==> config.mk <==
export PLATFORM = sky130hd
export DESIGN_NAME = rom_scan_ctrl
export DESIGN_NICKNAME = d
export VERILOG_FILES = /design/src/rtl/rom_pkg.sv /design/src/rtl/stream_fifo2.sv /design/src/rtl/rom_scan_ctrl.sv
export SDC_FILE = /design/constraint.sdc
export NUM_CORES = 1
export LEC_CHECK = 0
export ABC_CLOCK_PERIOD_IN_PS = 5000
export CAP_MARGIN = 20
export CORE_MARGIN = 1
export CORE_UTILIZATION = 35
export CTS_CLUSTER_DIAMETER = 150
export DETAILED_ROUTE_END_ITERATION = 12
export GPL_TIMING_DRIVEN = 0
export PLACE_DENSITY = 0.63
export SLEW_MARGIN = 10
export SYNTH_ARGS = -nofsm -noshare
export SYNTH_HDL_FRONTEND = slang
export SYNTH_SLANG_ARGS = --single-unit
==> constraint.sdc <==
create_clock -name clk -period 5 [get_ports clk]
set_clock_uncertainty 0.05 [all_clocks]
set_input_delay 1 -clock clk [delete_from_list [all_inputs] [get_ports clk]]
set_output_delay 1 -clock clk [all_outputs]
set_load 0.05 [all_outputs]
==> src/rtl/rom_pkg.sv <==
// rtl/rom_pkg.sv - shared widths and scan FSM encoding for the ROM scan controller
package rom_pkg;

    localparam int ADDR_W = 6;
    localparam int DATA_W = 4;
    localparam int SUM_W  = 10;

    typedef enum logic [1:0] {
        ST_IDLE  = 2'd0,
        ST_RUN   = 2'd1,
        ST_DRAIN = 2'd2,
        ST_DONE  = 2'd3
    } scan_state_t;

endpackage

==> src/rtl/stream_fifo2.sv <==
// rtl/stream_fifo2.sv - two-entry {addr,data} FIFO; slot0 is always the head
module stream_fifo2 #(
    parameter int AW = 6,
    parameter int DW = 4
) (
    input  logic          clk,
    input  logic          rst_n,
    input  logic          push,
    input  logic [AW-1:0] push_addr,
    input  logic [DW-1:0] push_data,
    input  logic          pop,
    output logic [AW-1:0] head_addr,
    output logic [DW-1:0] head_data,
    output logic          valid,
    output logic [1:0]    fill
);

    logic [AW+DW-1:0] slot0;
    logic [AW+DW-1:0] slot1;
    logic [AW+DW-1:0] push_word;
    logic             do_pop;
    logic             do_push;

    assign push_word = {push_addr, push_data};
    assign do_pop    = pop && (fill != 2'd0);
    assign do_push   = push && (do_pop || (fill != 2'd2));

    always_ff @(posedge clk or negedge rst_n) begin
        if (!rst_n) begin
            slot0 <= '0;
            slot1 <= '0;
            fill  <= 2'd0;
        end else if (do_push && do_pop) begin
            if (fill == 2'd2) begin
                slot0 <= slot1;
                slot1 <= push_word;
            end else begin
                slot0 <= push_word;
            end
        end else if (do_pop) begin
            slot0 <= slot1;
            fill  <= fill - 2'd1;
        end else if (do_push) begin
            if (fill == 2'd0) begin
                slot0 <= push_word;
            end else begin
                slot1 <= push_word;
            end
            fill <= fill + 2'd1;
        end
    end

    assign valid     = (fill != 2'd0);
    assign head_addr = slot0[AW+DW-1:DW];
    assign head_data = slot0[DW-1:0];

endmodule

==> src/rtl/rom_scan_ctrl.sv <==
// rtl/rom_scan_ctrl.sv - walks a wrapped address range of a registered-address ROM onto a stream
module rom_scan_ctrl #(
    parameter int ADDR_W = rom_pkg::ADDR_W,
    parameter int DATA_W = rom_pkg::DATA_W,
    parameter int SUM_W  = rom_pkg::SUM_W
) (
    input  logic              clk,
    input  logic              rst_n,
    input  logic              start,
    input  logic [ADDR_W-1:0] start_addr,
    input  logic [ADDR_W:0]   length,
    output logic              busy,
    output logic              done,
    output logic [ADDR_W-1:0] rom_addr,
    input  logic [DATA_W-1:0] rom_q,
    output logic [DATA_W-1:0] out_data,
    output logic [ADDR_W-1:0] out_addr,
    output logic              out_valid,
    input  logic              out_ready,
    output logic [SUM_W-1:0]  sum
);

    import rom_pkg::*;

    scan_state_t       state;
    scan_state_t       state_nxt;
    logic [ADDR_W-1:0] base_addr;
    logic [ADDR_W-1:0] last_addr;
    logic [ADDR_W-1:0] pend_addr;
    logic [ADDR_W-1:0] issue_addr;
    logic [ADDR_W:0]   len_r;
    logic [ADDR_W:0]   issued;
    logic              pending;
    logic [1:0]        fill;
    logic [2:0]        occ;
    logic              pop;
    logic              issue;
    logic              start_ok;

    // Occupancy counts the read in flight so the FIFO can never be overrun.
    assign pop        = out_valid && out_ready;
    assign occ        = 3'(fill) + 3'(pending) - 3'(pop);
    assign issue      = (state == ST_RUN) && (issued != len_r) && (occ < 3'd2);
    assign issue_addr = base_addr + issued[ADDR_W-1:0];
    assign rom_addr   = issue ? issue_addr : last_addr;
    assign start_ok   = start && ((state == ST_IDLE) || (state == ST_DONE));
    assign busy       = (state == ST_RUN) || (state == ST_DRAIN);
    assign done       = (state == ST_DONE);

    always_comb begin
        state_nxt = state;
        case (state)
            ST_IDLE, ST_DONE: begin
                if (start_ok) begin
                    state_nxt = (length == '0) ? ST_DONE : ST_RUN;
                end else if (state == ST_DONE) begin
                    state_nxt = ST_IDLE;
                end
            end
            ST_RUN: begin
                if (issue && ((issued + (ADDR_W+1)'(1)) == len_r)) begin
                    state_nxt = ST_DRAIN;
                end
            end
            ST_DRAIN: begin
                if ((fill == 2'd0) && !pending) begin
                    state_nxt = ST_DONE;
                end
            end
            default: state_nxt = ST_IDLE;
        endcase
    end

    always_ff @(posedge clk or negedge rst_n) begin
        if (!rst_n) begin
            state     <= ST_IDLE;
            base_addr <= '0;
            last_addr <= '0;
            pend_addr <= '0;
            len_r     <= '0;
            issued    <= '0;
            pending   <= 1'b0;
            sum       <= '0;
        end else begin
            state   <= state_nxt;
            pending <= issue;
            if (issue) begin
                issued    <= issued + (ADDR_W+1)'(1);
                last_addr <= issue_addr;
                pend_addr <= issue_addr;
            end
            if (start_ok) begin
                base_addr <= start_addr;
                len_r     <= length;
                issued    <= '0;
                sum       <= '0;
            end else if (pop) begin
                sum <= sum + SUM_W'(out_data);
            end
        end
    end

    stream_fifo2 #(
        .AW(ADDR_W),
        .DW(DATA_W)
    ) u_fifo (
        .clk       (clk),
        .rst_n     (rst_n),
        .push      (pending),
        .push_addr (pend_addr),
        .push_data (rom_q),
        .pop       (pop),
        .head_addr (out_addr),
        .head_data (out_data),
        .valid     (out_valid),
        .fill      (fill)
    );

endmodule

==> flow_summary_export.csv <==
group,metric,value,unit
routing,postRouteAntennaNets,0,
routing,vias_per_cell,4.901,
critical_path,worst-path-buf-inv,6,
global_route,grt_pass1_wl,12.83,mm
critical_path,timing.critical_path.fanout_max,10,
run_status,run_status,"completed",
die,die-height,102.2,um
die,top_level_ports,50,
clocking,cts_buffers,9,
final_layout,nets,457,
sta,final_report_setup_violation_count,0,
die,fp-row-count,36,
synthesis,synth-warning-count,0,
sta,report.final.hold_viol_count,0,
final_layout,antennaDiodeCount,0,
routing,drc,0,
synthesis,syn-num-nets,393,
sta,finalCritPeriodShare,95.46,%
final_layout,area_delta_synth_final,25.48,%
critical_path,crit_slowest_cell,"sky130_fd_sc_hd__fa_1",
final_layout,leading_cell_types_in_the_layout_fill_and_taps_excluded,"67 x sky130_fd_sc_hd__dfrtp_1, 66 x sky130_fd_sc_hd__nand2_1, 41 x sky130_fd_sc_hd__clkdlybuf4s50_1, 23 x sky130_fd_sc_hd__nor2_1, 23 x sky130_fd_sc_hd__a21oi_1",
critical_path,critical_path_data_arrival_time,3720,ps
die,placeableCoreArea,0.009729,sq mm
synthesis,synth_top_area_cell,"sky130_fd_sc_hd__dfrtp_1",
placement,gp_routability_congestion,0.7943,
critical_path,setup.worst_path.class,"input pin to primary output",
pwr,p_per_area,675.4,mW/mm^2
synthesis,synth_top_flop_cell,"sky130_fd_sc_hd__dfrtp_1",
critical_path,critical-path-top-cell-by-count,"sky130_fd_sc_hd__buf_4",
clocking,tritoncts,"done",
routing,wl,7.670,mm
synthesis,synthTopCellsByArea,"sky130_fd_sc_hd__dfrtp_1 48%, sky130_fd_sc_hd__nand2_1 7.1%, sky130_fd_sc_hd__mux2_2 6.4%",
global_route,global_route.usage.met2,27.21,%
synthesis,synth_top_cell_area_share,47.75,%
synthesis,synthesis.area,0.003511,sq mm
critical_path,kind_of_launch_point_of_the_worst_setup_path,"input pin",
die,initial_cell_density_of_the_core,36.09,%
sta,final_critical_path_setup_slack,227.1,ps
placement,dpl.hpwl,5.466,mm
global_route,pin_count_of_the_biggest_net_entering_global_routing,59,
routing,avgRoutedWirePerCell,13.79,um
global_route,global_route.usage.met3,4.993,%
clocking,clk_pin_slew_worst_paths,60,ps
pwr,power_leakage,2.035,nW
sta,fin_worst_hold_slack,421.6,ps
critical_path,critical_path.top_delay_family,"buffers and inverters",
die,die-width,102.2,um
clocking,insertion_delay,340,ps
synthesis,avgSynthCellArea,9.890,sq um
global_route,first_global_vias,2684,
final_layout,drive_gt1_share,13.00,%
synthesis,postSynth.asyncResetShare,100.0,%
synthesis,synth_edf_count,0,
global_route,grt.met1_usage,19.83,%
sta,timing.final.crit_period,4773,ps
synthesis,synth.yosys.seq_area_share,47.75,%
clocking,root_buffer,"sky130_fd_sc_hd__clkbuf_8",
sta,final-max-slew-violation-count,0,
die,die-area,0.01044,sq mm
global_route,grt_util_all_layers,16.29,%
sta,tightest_slew,583.6,ps
critical_path,critical_path.endpoint_type,"primary output",
synthesis,yosys_register_bits,67,
critical_path,worst_path_largest_cell_delay,390,ps
global_route,gr-total-overflow,0,
sta,rsz_0062_raised_after_global_routing,"no",
global_route,grt_antenna_before_repair,0,
critical_path,critPathRequiredTime,3950,ps
routing,dr_total_vias,2725,
routing,drt_first_iter_violations,70,
min_path,hold_class,"register to register",
clocking,post_cts_hold_buffer_count,0,
clocking,cts.sinks,67,
pwr,vdd_drop_max,0.2471,mV
final_layout,final_core_util,45.28,%
synthesis,yosysUniqueCellTypes,40,
sta,totalNegativeSetupSlack,0,ps
sta,timing.max_slew.rel_slack,61.09,%
run,max-cap-violations,0,
placement,port_buffers,49,
synthesis,synthesis.instances,355,
critical_path,cp_cell_sequence,"dlygate4sd2_1 > o21ai_1 > buf_4 > inv_1 > ha_1 > nand2b_1 > fa_1 > xnor2_1 > o2111ai_2 > buf_4 > buf_2 > o21ai_1 > buf_4",
placement,worst_setup_slack_before_clock_tree_synthesis,-1008,ps
clocking,cts_max_path_buffers,2,
routing,first_pass_iters,4,
sta,max_clock_freq,209.5,MHz
final_layout,mostFrequentLayoutCell,"sky130_fd_sc_hd__dfrtp_1",
clocking,h_tree_lvl_count,3,
global_route,most_crowded_layer_after_global_routing,"met2",
## routing by layer
layer  routed length (um)  share of wire, %  vias to the layer above
met2                 3688                48                       66
met4                   80               1.0                        0
met5                    0                 0                        -
li1                     -                 -                     1338
met1                 3496                46                     1314
met3                  405               5.3                        7
## stage by stage
step	total power (W)	area, sq um	std cells
floorplan	0.002065	3511	355
global placement	0.002498	4168	537
detailed placement	0.002541	4193	538
CTS	0.002993	4390	554
global route	0.003200	4405	556
finish	0.002975	4405	556
## timing repair
action / in CTS / in global routing
resized for setup: 35 / 2
setup endpoints to repair: 6 / 6
gates cloned: 0 / 0
setup buffers: 1 / 2
## where the power goes
part / internal [W] / switching, W
Clock: 0.000245 / 0.000197
Combinational: 0.000619 / 0.000988
Sequential: 0.000757 / 0.000169
## state kept, by name, indices dropped and copies added (netlist names), 2 cells and up
signal and count:
len_r 7, state 2, issued 7, base_addr 6, sum 10, last_addr 6, pend_addr 6, u_fifo.fill 2
u_fifo.slot1 10, u_fifo.slot0 10
## cell usage after synthesis (3+ instances only)
cell type,n
sky130_fd_sc_hd__a21o_1,6
sky130_fd_sc_hd__a21oi_1,23
sky130_fd_sc_hd__buf_2,3
sky130_fd_sc_hd__clkbuf_1,12
sky130_fd_sc_hd__dfrtp_1,67
sky130_fd_sc_hd__fa_1,3
sky130_fd_sc_hd__ha_1,14
sky130_fd_sc_hd__inv_1,17
sky130_fd_sc_hd__mux2_2,20
sky130_fd_sc_hd__mux2i_1,5
sky130_fd_sc_hd__nand2_1,66
sky130_fd_sc_hd__nand2b_1,3
sky130_fd_sc_hd__nand3_1,4
sky130_fd_sc_hd__nor2_1,23
sky130_fd_sc_hd__nor3_1,5
sky130_fd_sc_hd__o21ai_0,3
sky130_fd_sc_hd__o22ai_1,20
sky130_fd_sc_hd__or3_1,3
sky130_fd_sc_hd__xnor2_1,19
sky130_fd_sc_hd__xor2_1,13
## worst paths after layout
path,start,end,slack [ps],cells after the start
max,out_ready,rom_addr[1],230,13
min,last_addr[3]$_DFF_PN0_,last_addr[3]$_DFF_PN0_,420,2
max reg2reg,u_fifo.fill[0]$_DFFE_PN0P_,state[1]$_DFFE_PN0P_,1590,10
min reg2reg,last_addr[3]$_DFF_PN0_,last_addr[3]$_DFF_PN0_,420,2
max in group asynchronous,rst_n,len_r[2]$_DFFE_PN0P_,3950,2
min in group asynchronous,rst_n,u_fifo.slot0[2]$_DFFE_PN0P_,430,1
## tightest hold or removal path: stages (launching register included)
cell	delay, ps
sky130_fd_sc_hd__dfrtp_1	320
sky130_fd_sc_hd__nand2_1	40
sky130_fd_sc_hd__nand2_1	70
## area by class of cell
type,instances,area (sq um)
Tap cell,133,166.4
Inverter,18,67.56
Fill cell,963,5324
Sequential cell,67,1677
Buffer,15,66.31
Timing Repair Buffer,53,518.0
Clock inverter,1,5.005
Clock buffer,14,192.7
Multi-Input combinational cell,255,1713
## cells by family after synthesis
group                    Yosys count  synth area share (%)
flip-flops                        67                 47.75
XOR/XNOR                          32                 7.983
AO/OA/AOI/OAI                     62                 10.80
buffers and inverters             33                 3.635
adder cells (fa/ha/maj)           17                 6.700
multiplexers                      27                 8.482
AND/OR/NAND/NOR                  117                 14.65
Note: power is estimated with default switching activity, not from simulation.
